[src/rtl/tmds_pkg.sv]
// Shared TMDS definitions: control-token table, 8-bit popcount and the
// transition-minimised word type passed from stage 1 to stage 2.
package tmds_pkg;

    typedef logic [8:0] qm_t;

    localparam logic [9:0] TOK_00 = 10'h354;
    localparam logic [9:0] TOK_01 = 10'h0AB;
    localparam logic [9:0] TOK_10 = 10'h154;
    localparam logic [9:0] TOK_11 = 10'h2AB;

    function automatic logic [3:0] popcount8(input logic [7:0] v);
        logic [3:0] n;
        n = '0;
        for (int i = 0; i < 8; i++) begin
            n = n + {3'b000, v[i]};
        end
        return n;
    endfunction

    function automatic logic [9:0] ctrl_token(input logic [1:0] c);
        logic [9:0] t;
        unique case (c)
            2'b00: t = TOK_00;
            2'b01: t = TOK_01;
            2'b10: t = TOK_10;
            2'b11: t = TOK_11;
            default: t = TOK_00;
        endcase
        return t;
    endfunction

endpackage

[src/rtl/tmds_qm_stage.sv]
// Stage 1 of the TMDS encoder: transition-minimisation (XOR/XNOR chain)
// and the pipeline register carrying q_m, de and ctrl to stage 2.
module tmds_qm_stage
    import tmds_pkg::*;
(
    input  logic       clk,
    input  logic       rst,
    input  logic       pix_en_i,
    input  logic       de_i,
    input  logic [7:0] data_i,
    input  logic [1:0] ctrl_i,
    output qm_t        qm_o,
    output logic       de_o,
    output logic [1:0] ctrl_o,
    output logic       valid_o
);

    logic [3:0] ones;
    logic       use_xnor;
    qm_t        qm_d;
    qm_t        qm_q;
    logic       de_q;
    logic [1:0] ctrl_q;
    logic       valid_q;

    always_comb begin
        ones     = popcount8(data_i);
        use_xnor = (ones > 4'd4) || ((ones == 4'd4) && !data_i[0]);
        qm_d     = '0;
        qm_d[0]  = data_i[0];
        for (int i = 1; i < 8; i++) begin
            qm_d[i] = use_xnor ? ~(qm_d[i-1] ^ data_i[i]) : (qm_d[i-1] ^ data_i[i]);
        end
        qm_d[8] = ~use_xnor;
    end

    always_ff @(posedge clk or posedge rst) begin
        if (rst) begin
            valid_q <= 1'b0;
            qm_q    <= '0;
            de_q    <= 1'b0;
            ctrl_q  <= '0;
        end else begin
            valid_q <= pix_en_i;
            if (pix_en_i) begin
                // Blanking data is don't-care; keep unknowns out of the register.
                qm_q   <= de_i ? qm_d : '0;
                de_q   <= de_i;
                ctrl_q <= ctrl_i;
            end
        end
    end

    assign qm_o    = qm_q;
    assign de_o    = de_q;
    assign ctrl_o  = ctrl_q;
    assign valid_o = valid_q;

endmodule

[src/rtl/tmds_channel_encoder.sv]
// TMDS 8b/10b channel encoder: stage 1 in tmds_qm_stage, stage 2 here selects
// inversion against the running disparity, or emits a control token in blanking.
module tmds_channel_encoder
    import tmds_pkg::*;
#(
    parameter int unsigned CNT_W    = 5,
    parameter logic [1:0]  RST_CTRL = 2'b00
) (
    input  logic                    clk,
    input  logic                    rst,
    input  logic                    pix_en,
    input  logic                    de,
    input  logic [7:0]              data_in,
    input  logic [1:0]              ctrl,
    output logic [9:0]              tmds_out,
    output logic                    tmds_valid,
    output logic signed [CNT_W-1:0] disparity
);

    qm_t        s1_qm;
    logic       s1_de;
    logic [1:0] s1_ctrl;
    logic       s1_valid;

    tmds_qm_stage u_qm_stage (
        .clk      (clk),
        .rst      (rst),
        .pix_en_i (pix_en),
        .de_i     (de),
        .data_i   (data_in),
        .ctrl_i   (ctrl),
        .qm_o     (s1_qm),
        .de_o     (s1_de),
        .ctrl_o   (s1_ctrl),
        .valid_o  (s1_valid)
    );

    logic [3:0]              n1;
    logic                    q8;
    logic                    balanced;
    logic                    disp_neg;
    logic                    disp_pos;
    logic signed [CNT_W-1:0] bal;
    logic signed [CNT_W-1:0] qm8_x2;
    logic signed [CNT_W-1:0] nqm8_x2;
    logic signed [CNT_W-1:0] disp_d;
    logic signed [CNT_W-1:0] disp_q;
    logic [9:0]              tmds_d;
    logic [9:0]              tmds_q;
    logic                    valid_d;
    logic                    valid_q;

    assign n1       = popcount8(s1_qm[7:0]);
    assign q8       = s1_qm[8];
    assign balanced = (n1 == 4'd4);
    // n1 - n0 == 2*n1 - 8; modular wrap is harmless since the result fits CNT_W.
    assign bal      = $signed(CNT_W'({n1, 1'b0}) - CNT_W'(8));
    assign qm8_x2   = q8 ? CNT_W'(2) : '0;
    assign nqm8_x2  = q8 ? '0 : CNT_W'(2);
    assign disp_neg = disp_q[CNT_W-1];
    assign disp_pos = !disp_neg && (disp_q != '0);

    always_comb begin
        tmds_d  = tmds_q;
        disp_d  = disp_q;
        valid_d = 1'b0;
        if (s1_valid) begin
            valid_d = 1'b1;
            if (!s1_de) begin
                tmds_d = ctrl_token(s1_ctrl);
                disp_d = '0;
            end else if ((disp_q == '0) || balanced) begin
                tmds_d = {~q8, q8, q8 ? s1_qm[7:0] : ~s1_qm[7:0]};
                disp_d = q8 ? (disp_q + bal) : (disp_q - bal);
            end else if ((disp_pos && (n1 > 4'd4)) || (disp_neg && (n1 < 4'd4))) begin
                tmds_d = {1'b1, q8, ~s1_qm[7:0]};
                disp_d = disp_q + qm8_x2 - bal;
            end else begin
                tmds_d = {1'b0, q8, s1_qm[7:0]};
                disp_d = disp_q + bal - nqm8_x2;
            end
        end
    end

    always_ff @(posedge clk or posedge rst) begin
        if (rst) begin
            tmds_q  <= ctrl_token(RST_CTRL);
            valid_q <= 1'b0;
            disp_q  <= '0;
        end else begin
            tmds_q  <= tmds_d;
            valid_q <= valid_d;
            disp_q  <= disp_d;
        end
    end

    assign tmds_out   = tmds_q;
    assign tmds_valid = valid_q;
    assign disparity  = disp_q;

endmodule

[config.mk]
export PLATFORM = sky130hd
export DESIGN_NAME = tmds_channel_encoder
export DESIGN_NICKNAME = d
export VERILOG_FILES = /design/src/rtl/tmds_pkg.sv /design/src/rtl/tmds_qm_stage.sv /design/src/rtl/tmds_channel_encoder.sv
export SDC_FILE = /design/constraint.sdc
export NUM_CORES = 1
export LEC_CHECK = 0
export BUFFER_PORTS_ARGS = -buffer_cell sky130_fd_sc_hd__buf_2
export CORE_ASPECT_RATIO = 0.6
export CORE_UTILIZATION = 57
export CTS_BUF_LIST = sky130_fd_sc_hd__clkbuf_16
export CTS_CLUSTER_DIAMETER = 100
export DETAILED_ROUTE_END_ITERATION = 8
export HOLD_SLACK_MARGIN = 0.02
export PLACE_DENSITY_LB_ADDON = 0.12
export SLEW_MARGIN = 20
export SYNTH_ARGS = -nofsm -noshare
export SYNTH_HDL_FRONTEND = slang
export SYNTH_SLANG_ARGS = --single-unit
[constraint.sdc]
create_clock -name clk -period 6.3 [get_ports clk]
set_input_delay 0 -clock clk [delete_from_list [all_inputs] [get_ports clk]]
set_output_delay 0 -clock clk [all_outputs]
set_load 0.02 [all_outputs]
======== Word-level counts from Yosys, hierarchy flattened ========
Cells that the tools add are included.
word-level totals
  bits in registers ....................... 29
  bits of input ports ..................... 14
  output and inout bits ................... 16
  logic and storage cells ................. 84
cells by class
  add/sub/neg operators ................... 20
  order comparisons ....................... 3
  equality and inequality tests ........... 5
  muxes and demuxes ....................... 20
  bitwise operators ....................... 17
  reduce and logical (&&, ||, !) cells .... 12
operator list
  operator                                                               count
  4-bit by 1-bit adder with 4-bit output                                 10
  10-bit one-hot mux with 4 select lines                                 1
  10-bit two-way mux                                                     3
  5-bit two-way mux                                                      4
  5-bit subtractor                                                       2
  9-bit two-way mux                                                      1
  1-bit NOT                                                              9
  4-bit by 3-bit == test with 1-bit output (second input constant)       2
  4-bit by 3-bit > comparator with 1-bit output (second input constant)  2
  1-bit two-way mux                                                      8
  8-bit two-way mux                                                      1
  8-bit NOT                                                              1
  1-bit bitwise XOR                                                      7
  5-bit by 3-bit adder with 5-bit output                                 1
  5-bit adder                                                            1
  5-bit logical NOT                                                      1
  5-bit nonzero test                                                     1
  5-bit by 3-bit subtractor with 5-bit output                            1
  5-bit by 4-bit subtractor with 5-bit output (second input constant)    1
  1-bit by 1-bit adder with 2-bit output                                 2
  3-bit by 1-bit adder with 4-bit output                                 1
  2-bit == test (second input constant)                                  2
  1-bit logical AND                                                      4
  4-bit by 3-bit < comparator with 1-bit output (second input constant)  1
  other kinds (6)                                                        10

======== Logic depth before layout (Yosys ltp) ========
Gate-level depths: netlist (run 1).
  depth in word-level cells ............... 30
  mapped depth ............................ 17
  gate-level depth less buffers ........... 17

======== By module ========
Synthesis (run 1) repeated with hierarchy kept, for this count alone.
second synthesis, totals
  cells, all modules ...................... 259
  area, all modules ....................... 2471.1 um^2
by module, submodules not included
  module                times used  cells each  area an instance (um^2)  seq. area each (um^2)
  tmds_channel_encoder  1           187         1659.1                   381.6
  tmds_qm_stage         1           72          812.0                    325.3

======== Least setup slack after synthesis (run 1) ========
Ideal clock, no wire load.
  kind .................................... reg-to-reg
  start ................................... register u_qm_stage.qm_q[0], in the netlist u_qm_stage.qm_o[0]
  end ..................................... register disp_q[4], in the netlist disparity[4]
  setup time .............................. 0.138 ns
  arrival ................................. 4.402 ns
  required time ........................... 6.162 ns
  setup slack ............................. 1.760 ns
  cell stages (with the launch flop) ...... 18
  buffers on the path ..................... 0
  period minus slack after synthesis ...... 4.540 ns
  path through ............................ dfrtp_1 > fa_1 > inv_1 > fa_1 > fa_1 > inv_1 > ha_1 > fa_1 > inv_1 > ha_1 > inv_1 > fa_1 > o21bai_1 > xor2_1 > mux2i_1 > o21ai_1 > mux2i_1 > o221ai_1
between the ends
  longest elaborated chain between the ends .. 13
  elaborated cells on any way between the ends .. 23
  those cells by class .................... 12 x add/sub; 2 x order compare; 1 x eq/ne; 4 x mux; 4 x reduce/logical
ends and longest elaborated chain
  element                                                                          line                                                                                source
  start, declared                                                                  tmds_qm_stage.sv:21                                                                 qm_t qm_q;
  start signal, assigned                                                           tmds_qm_stage.sv:47                                                                 qm_q <= de_i ? qm_d : '0;
  1-bit by 1-bit adder with 2-bit output (*)                                       tmds_pkg.sv:16                                                                      n = n + {3'b000, v[i]};
  2-bit by 1-bit adder with 3-bit output (*)                                       tmds_pkg.sv:16
  3-bit by 1-bit adder with 4-bit output (*)                                       tmds_pkg.sv:16
  4-bit by 1-bit adder with 4-bit output (*) (4 in series)                         tmds_pkg.sv:16
  5-bit by 4-bit subtractor with 5-bit output (tied with other cells)              tmds_channel_encoder.sv:57                                                          assign bal = $signed(CNT_W'({n1, 1'b0}) - CNT_W'(8));
  5-bit adder or 1-bit logical AND (tied branches)                                 tmds_channel_encoder.sv:74, tmds_channel_encoder.sv:80, tmds_channel_encoder.sv:75
  5-bit by 3-bit subtractor with 5-bit output or 1-bit logical OR (tied branches)  tmds_channel_encoder.sv:80, tmds_channel_encoder.sv:75
  5-bit two-way mux                                                                tmds_channel_encoder.sv:75                                                          end else if ((disp_pos && (n1 > 4'd4)) || (disp_neg && (n1 < 4'd4))) begin
  5-bit two-way mux (*)                                                            tmds_channel_encoder.sv:72                                                          end else if ((disp_q == '0) || balanced) begin
  5-bit two-way mux (*)                                                            tmds_channel_encoder.sv:69                                                          if (!s1_de) begin
  end signal, assigned                                                             tmds_channel_encoder.sv:93                                                          disp_q <= disp_d;
  end, declared                                                                    tmds_channel_encoder.sv:47                                                          logic signed [CNT_W-1:0] disp_q;
Every way passes the cells marked *; elsewhere a longest branch is shown, timed or not.
A chain may end at the register's enable or synchronous reset.

======== Worst setup path in the final report (run 1) ========
Same ends and word-level chain as after synthesis.

==> results of run 1 <==
## logic make-up after synthesis
logic type,count (synthesis),synth area share [%]
buf+inv,46,9.20
fa+ha+maj,37,24.0
simple gates,47,9.58
xor+xnor,26,9.74
other cells,1,0.160
mux,7,3.32
flops,28,30.2
compound gates,51,13.8
## cells in the mapped netlist
library cell	count
mux2i_1	4
nand3_1	7
o221ai_4	1
nor3b_4	1
a21o_2	1
o21bai_1	2
xor2_1	6
a22oi_1	1
o21ai_0	13
ha_1	24
buf_4	1
dfstp_2	5
clkbuf_8	3
buf_6	1
o311a_1	1
o22ai_1	7
xnor2_1	20
o211ai_1	1
nor3_1	1
and3_1	1
nand2_1	12
nor2_1	20
dfrtp_1	23
o21ai_1	2
mux2_2	2
a21oi_1	17
mux2_4	1
o2111ai_1	1
nor3_2	1
conb_1	1
clkbuf_1	3
fa_1	13
a31oi_1	1
inv_1	37
nor3b_1	3
o31ai_1	1
o41a_2	1
buf_2	1
o221ai_1	1
nor2_2	1
## cell usage in the layout (no fill, tap or decap), drive strengths merged, types with 7 or more instances in the layout
cell type	count
nor2	21
o21ai	15
fa	13
a21oi	17
xnor2	20
o22ai	7
inv	37
ha	24
nand3	7
dfrtp	23
buf	28
nand2	12
## routing by layer
metal	GRT usage, %	vias to the layer above
met5	0	-
met4	4.24	0
met3	7.46	7
met2	33.5	78
met1	41.5	815
li1	-	847
## worst paths after layout
kind	end	slack (ns)	depth (start not counted)
max	disparity[4]	1.47	16
min	u_qm_stage.valid_o	0.03	1
max reg2reg	disparity[4]	1.47	16
min reg2reg	tmds_out[6]	0.49	2
max in group asynchronous	u_qm_stage.de_o	5.56	3
min in group asynchronous	tmds_out[7]	0.34	3
## state kept, by name, summed over array words and instances (netlist names)
signal	cells
tmds_out	10
u_qm_stage.qm_o	9
disparity	4
u_qm_stage.ctrl_o	2
tmds_valid	1
u_qm_stage.de_o	1
u_qm_stage.valid_o	1
## critical path: cells and delay by family, from the launching register on
| kind | cells | cell delay (ns) |
|---|---|---|
| fa+ha+maj | 6 | 2.73 |
| xor+xnor | 2 | 0.49 |
| flops | 1 | 0.40 |
| compound gates | 2 | 0.36 |
| mux | 2 | 0.32 |
| buf+inv | 3 | 0.23 |
| simple gates | 1 | 0.15 |
## metrics by stage
stage | area (um^2) | worst slack, ns | cells
2_1_floorplan | 2340 | 1.76 | 243
3_3_place_gp | 2460 | 1.59 | 309
3_5_place_dp | 2460 | 1.49 | 309
4_1_cts | 2600 | 1.47 | 316
5_1_grt | 2610 | 1.16 | 317
6_report | 2610 | 1.47 | 317
## area by class of cell
cell class	instances	area share (%)
Clock buffer	3	2.88
Clock inverter	1	1.15
Inverter	37	5.33
Multi-Input combinational cell	169	54.3
Sequential cell	28	27.1
Tap cell	47	2.26
Timing Repair Buffer	32	6.91
==> out/metrics.yaml, run 1 <==
critical_path:
  timing_worst_setup_path_type: "register to register"
  critical-path-max-stage-delay_ns: 0.62
  cp_max_fo: 4
  worst_setup_path_end_kind: "register"
  crit_chain: "fa_1 > inv_1 > fa_1 > fa_1 > inv_1 > ha_1 > fa_1 > inv_1 > fa_1 > xnor2_1 > nand3_1 > xor2_1 > mux2i_1 > o21ai_1 > mux2i_1 > o221ai_1"
  cp_common_cell: "fa_1"
  cp-startpoint: "u_qm_stage.qm_o[0]"
  crit_slowest_cell: "fa_1"
  regToRegStartpoint: "u_qm_stage.qm_o[0]"
  required_ns: 6.42
  cp-start-kind: "register"
  worstPathArrival_ns: 4.95
routing:
  wl_per_cell_um: 15.7
  highest_layer: "met4"
  drcViolationCount: 4
  first_pass_iters: 7
  wl_met1_mm: 2.65
  ant_nets: 0
  met2_length_mm: 1.83
  via_per_inst: 5.51
  vias: 1747
  wl_met3_um: 450
  wl_mm: 4.97
  first_iter_violations: 132
logic_synthesis:
  ys_seq_area_share_pct: 30.2
  yosysTopAreaCell: "dfrtp_1"
  yosysUniqueCellTypes: 40
  syn_inst: 243
  ys_ff_latch: 28
  syn_nets: 294
  synthTopCellsByArea: "dfrtp_1, ha_1, fa_1"
  syn_area_mm2: 0.00234
  syn-mean-instance-area_um2: 9.62
  synth_top_area_share_pct: 24.6
  yosys_warnings: 0
layout:
  fin_util_pct: 68.8
  multi_input_area_mm2: 0.00142
  seqCellArea_um2: 707
  nNetsFinal: 322
  num_antenna_cells: 0
  area_delta_synth_final_pct: 11.4
  fillers: 303
  drive_gt1_share_pct: 17.4
placed_design:
  finalWeightedCongestion: 0.965
  post-dp-hpwl_mm: 3.86
  portBuffers: 28
timing:
  fin_hold_ws_ns: 0.0296
  clock.fmax_ghz: 0.207
  drv_slew: 0
  finalCriticalPeriod_ns: 4.83
  finClkSkew_ns: 0.00587
  hold_viol: 0
  setup_viol: 0
  finalSetupTns_ns: 0
  worst_pin_slew_ns: 0.653
  slew-limit-headroom_pct: 56.1
  finalCritPeriodShare_pct: 76.7
  grt_setup_unrepaired: "no"
clock_tree:
  path_clk_slew_ns: 0.07
  post_cts_buffers: 0
  clock_latency_ns: 0.26
  cts_made_buffers: 3
  h-tree-depth: 1
  clockRootBuffer: "clkbuf_16"
  hold_buffers: 3
  clock_path_buffers: 2
  cts.sinks: 28
  cts_resized: 0
  cts_tree: "yes"
floorplanning:
  ios: 30
  die_area_mm2: 0.00437
  core_area_mm2: 0.00379
  rows: 17
  die_h_um: 51.6
  chipWidth_um: 84.7
  initial_core_util_pct: 61.8
global_route:
  overflow: 0
  gr-usage-all-layers_pct: 25.7
  antenna_found_initial: 0
  grt_pass1_vias: 1582
  grt_first_pass_wirelength_mm: 8.36
  grt_start_max_net_pins: 29
min_path:
  hp-start: "pix_en"
  hold_class: "input port to register"
outcome:
  outcome: "finished, violations left"
  violations: "design-rule violations"
job:
  cap_violations: 0
Power of run 1 is left out: the tool's default activity adds up to more than one toggle a clock period on the data nets, which glitch-free logic cannot reach.
==> run 2, diff against run 1 <==
--- a/config.mk
+++ b/config.mk
@@ -7,7 +7,7 @@
 export LEC_CHECK = 0
 export BUFFER_PORTS_ARGS = -buffer_cell sky130_fd_sc_hd__buf_2
 export CORE_ASPECT_RATIO = 0.6
-export CORE_UTILIZATION = 57
+export CORE_UTILIZATION = 53
 export CTS_BUF_LIST = sky130_fd_sc_hd__clkbuf_16
 export CTS_CLUSTER_DIAMETER = 100
 export DETAILED_ROUTE_END_ITERATION = 8
==> constraint.sdc (replaced) <==
create_clock -name clk -period 3.86 [get_ports clk]
set_input_delay 0 -clock clk [delete_from_list [all_inputs] [get_ports clk]]
set_output_delay 0 -clock clk [all_outputs]
set_load 0.02 [all_outputs]
==> run 2 against run 1 <==
The flow finishes with violations (negative setup slack); critical path type unchanged; clock skew down 0.0012 ns; count of clock-buffer cells in the layout unchanged; register-to-register slack lost 2.3 ns; sequential cell count unchanged; via count increased by 15%; setup slack got worse by 2.3 ns; routed wire length up 36%.
==> out/metrics.yaml, run 2 (synthesized netlist as in run 1, its figures left out) <==
critical_path:
  critPathTopFamily: "adder cells"
  worstPathArrival_ns: 4.82  # -0.13 ns
  worst-r2r-setup-slack_ns: -0.85  # -2.32 ns
  worst_setup_path_end_kind: "register"
  cp_max_fo: 3  # -1
  timing_worst_setup_path_type: "register to register"
  regToRegStartpoint: "u_qm_stage.qm_o[0]"
  critical-path-max-stage-delay_ns: 0.58  # -0.04 ns
  cp-start-kind: "register"
  required_ns: 3.97  # -2.45 ns
  critPathBufInv: 4  # +1
  crit_chain: "fa_1 > inv_2 > fa_1 > fa_1 > inv_2 > ha_4 > fa_2 > inv_2 > buf_4 > fa_2 > xnor2_2 > nand3_1 > xor2_1 > mux2i_1 > o21ai_2 > mux2i_1 > o221ai_1"
  crit_slowest_cell: "fa_2"
  ff2ff_path_depth: 17  # +1
  worstReg2RegEnd: "disparity[4]"
timing:
  grt_setup_unrepaired: "yes"
  fin_hold_ws_ns: 0.0374  # +0.00778 ns
  hold_viol: 0  # unchanged
  setup_viol: 13  # +13
  clock.fmax_ghz: 0.212  # +2.5%
  finalCritPeriodShare_pct: 122  # +45 points
  fin_ws_ns: -0.851  # -2.32 ns
  drv_slew: 0  # unchanged
  finClkSkew_ns: 0.00464  # -0.00123 ns
  finalSetupTns_ns: -9.23  # -9.23 ns
  finalCriticalPeriod_ns: 4.71  # -0.119 ns
  slew-limit-headroom_pct: 35.8  # -20 points
  worst_pin_slew_ns: 0.954  # +0.301 ns
clock_tree:
  clock_path_buffers: 2  # unchanged
  cts_tree: "yes"
  cts.sinks: 28  # unchanged
  clock_latency_ns: 0.26  # about the same
  cts_made_buffers: 3  # unchanged
  h-tree-depth: 1  # unchanged
  path_clk_slew_ns: 0.07  # about the same
  clockRootBuffer: "clkbuf_16"
floorplanning:
  chipWidth_um: 87.8  # +3.6%
  die_area_mm2: 0.00469  # +7.3%
  rows: 18  # +1
  ios: 30  # unchanged
  initial_core_util_pct: 56.1  # -5.6 points
  core_area_mm2: 0.00417  # +10%
  die_h_um: 53.5  # +3.6%
layout:
  multi_input_area_mm2: 0.00172  # +22%
  seqCellArea_um2: 707  # unchanged
  fillers: 275  # -9.2%
  area_delta_synth_final_pct: 38.3
  fin_util_pct: 77.6  # +8.8 points
  final_cell_mix: "inv_1, buf_4, buf_2, dfrtp_1, nor2_1"
  num_antenna_cells: 0  # unchanged
  nNetsFinal: 357  # +11%
  drive_gt1_share_pct: 41.3  # +24 points
  largest_reg_flops: 10  # unchanged
global_route:
  grt_pass1_vias: 1880  # +19%
  grt_start_max_net_pins: 29  # unchanged
  antenna_found_initial: 1  # +1
  gr-usage-all-layers_pct: 27.9  # +2.1 points
  overflow: 0  # unchanged
  grt_first_pass_wirelength_mm: 9.30  # +11%
routing:
  drcViolationCount: 0  # -4
  vias: 2008  # +15%
  wl_per_cell_um: 18.5  # +18%
  first_pass_iters: 4  # -3
  via_per_inst: 5.50  # -0.18%
  ant_nets: 0  # unchanged
  wl_mm: 6.77  # +36%
  first_iter_violations: 182  # +38%
min_path:
  min_path_cells: 1  # unchanged
  hp-start: "pix_en"
  hold_class: "input port to register"
  hold_path_end: "u_qm_stage.valid_o"
placed_design:
  post-dp-hpwl_mm: 4.24  # +9.9%
  finalWeightedCongestion: 0.983  # +1.9%
  portBuffers: 28  # unchanged
job:
  cap_violations: 0  # unchanged
outcome:
  outcome: "finished, violations left"
  violations: "negative setup slack"
[run 2: changes by cell type in the layout (fill, tap and decap cells not counted), moves of 5 or more]
cell and delta:
buf_4 +31, xnor2_1 -11, xnor2_2 +8, a21oi_1 -7
a21oi_2 +6, ha_1 -6, ha_4 +6, inv_1 -5
[run 2: area by class of cell]
type	count	share of cell area, %
well taps	60	2.32
clock inverters	1	0.928
repair buffers	67	14.9
multi-input cells	169	53.3
flip-flops and latches	28	21.9
inverters	37	4.37
clock buffers	3	2.32
[run 2: through the flow]
| step | setup slack (ns) | area [um^2] | instances |
|---|---|---|---|
| CTS | -0.730 | 2990 | 358 |
| floorplan | -0.572 | 2390 | 243 |
| global route | -1.00 | 3230 | 365 |
| global placement | -0.685 | 2710 | 345 |
| detailed placement | -0.801 | 2710 | 345 |
| finish | -0.851 | 3230 | 365 |
[run 2: what timing repair did]
item                                    CTS  global route
resized for setup                        20            30
buffers inserted                          6             6
gates cloned                              0             1
endpoints found under the setup margin   13            13
hold buffers                              3             0
pin swaps                                19            32
hold endpoints to repair                 14             0
[run 2: worst max path at each step]
stage / startpoint / slack (ns) / cells past startpoint / to
5_1_grt: u_qm_stage.qm_o[0] / -1.00 / 17 / disparity[4]
2_1_floorplan: u_qm_stage.qm_o[0] / -0.57 / 17 / disparity[4]
4_1_cts: u_qm_stage.qm_o[0] / -0.73 / 17 / disparity[4]
3_3_place_gp: u_qm_stage.qm_o[0] / -0.68 / 17 / disparity[4]
3_5_place_dp: u_qm_stage.qm_o[0] / -0.80 / 17 / disparity[4]
6_report: u_qm_stage.qm_o[0] / -0.85 / 17 / disparity[4]
[run 2: routing by layer]
layer | routed length [um] | vias up | track usage [%]
li1 | - | 921 | -
met1 | 2980 | 972 | 38.2
met2 | 3030 | 99 | 40.1
met3 | 633 | 14 | 11.2
met4 | 108 | 2 | 8.20
met5 | 13 | - | 0
Power of run 2 is left out for the same reason.
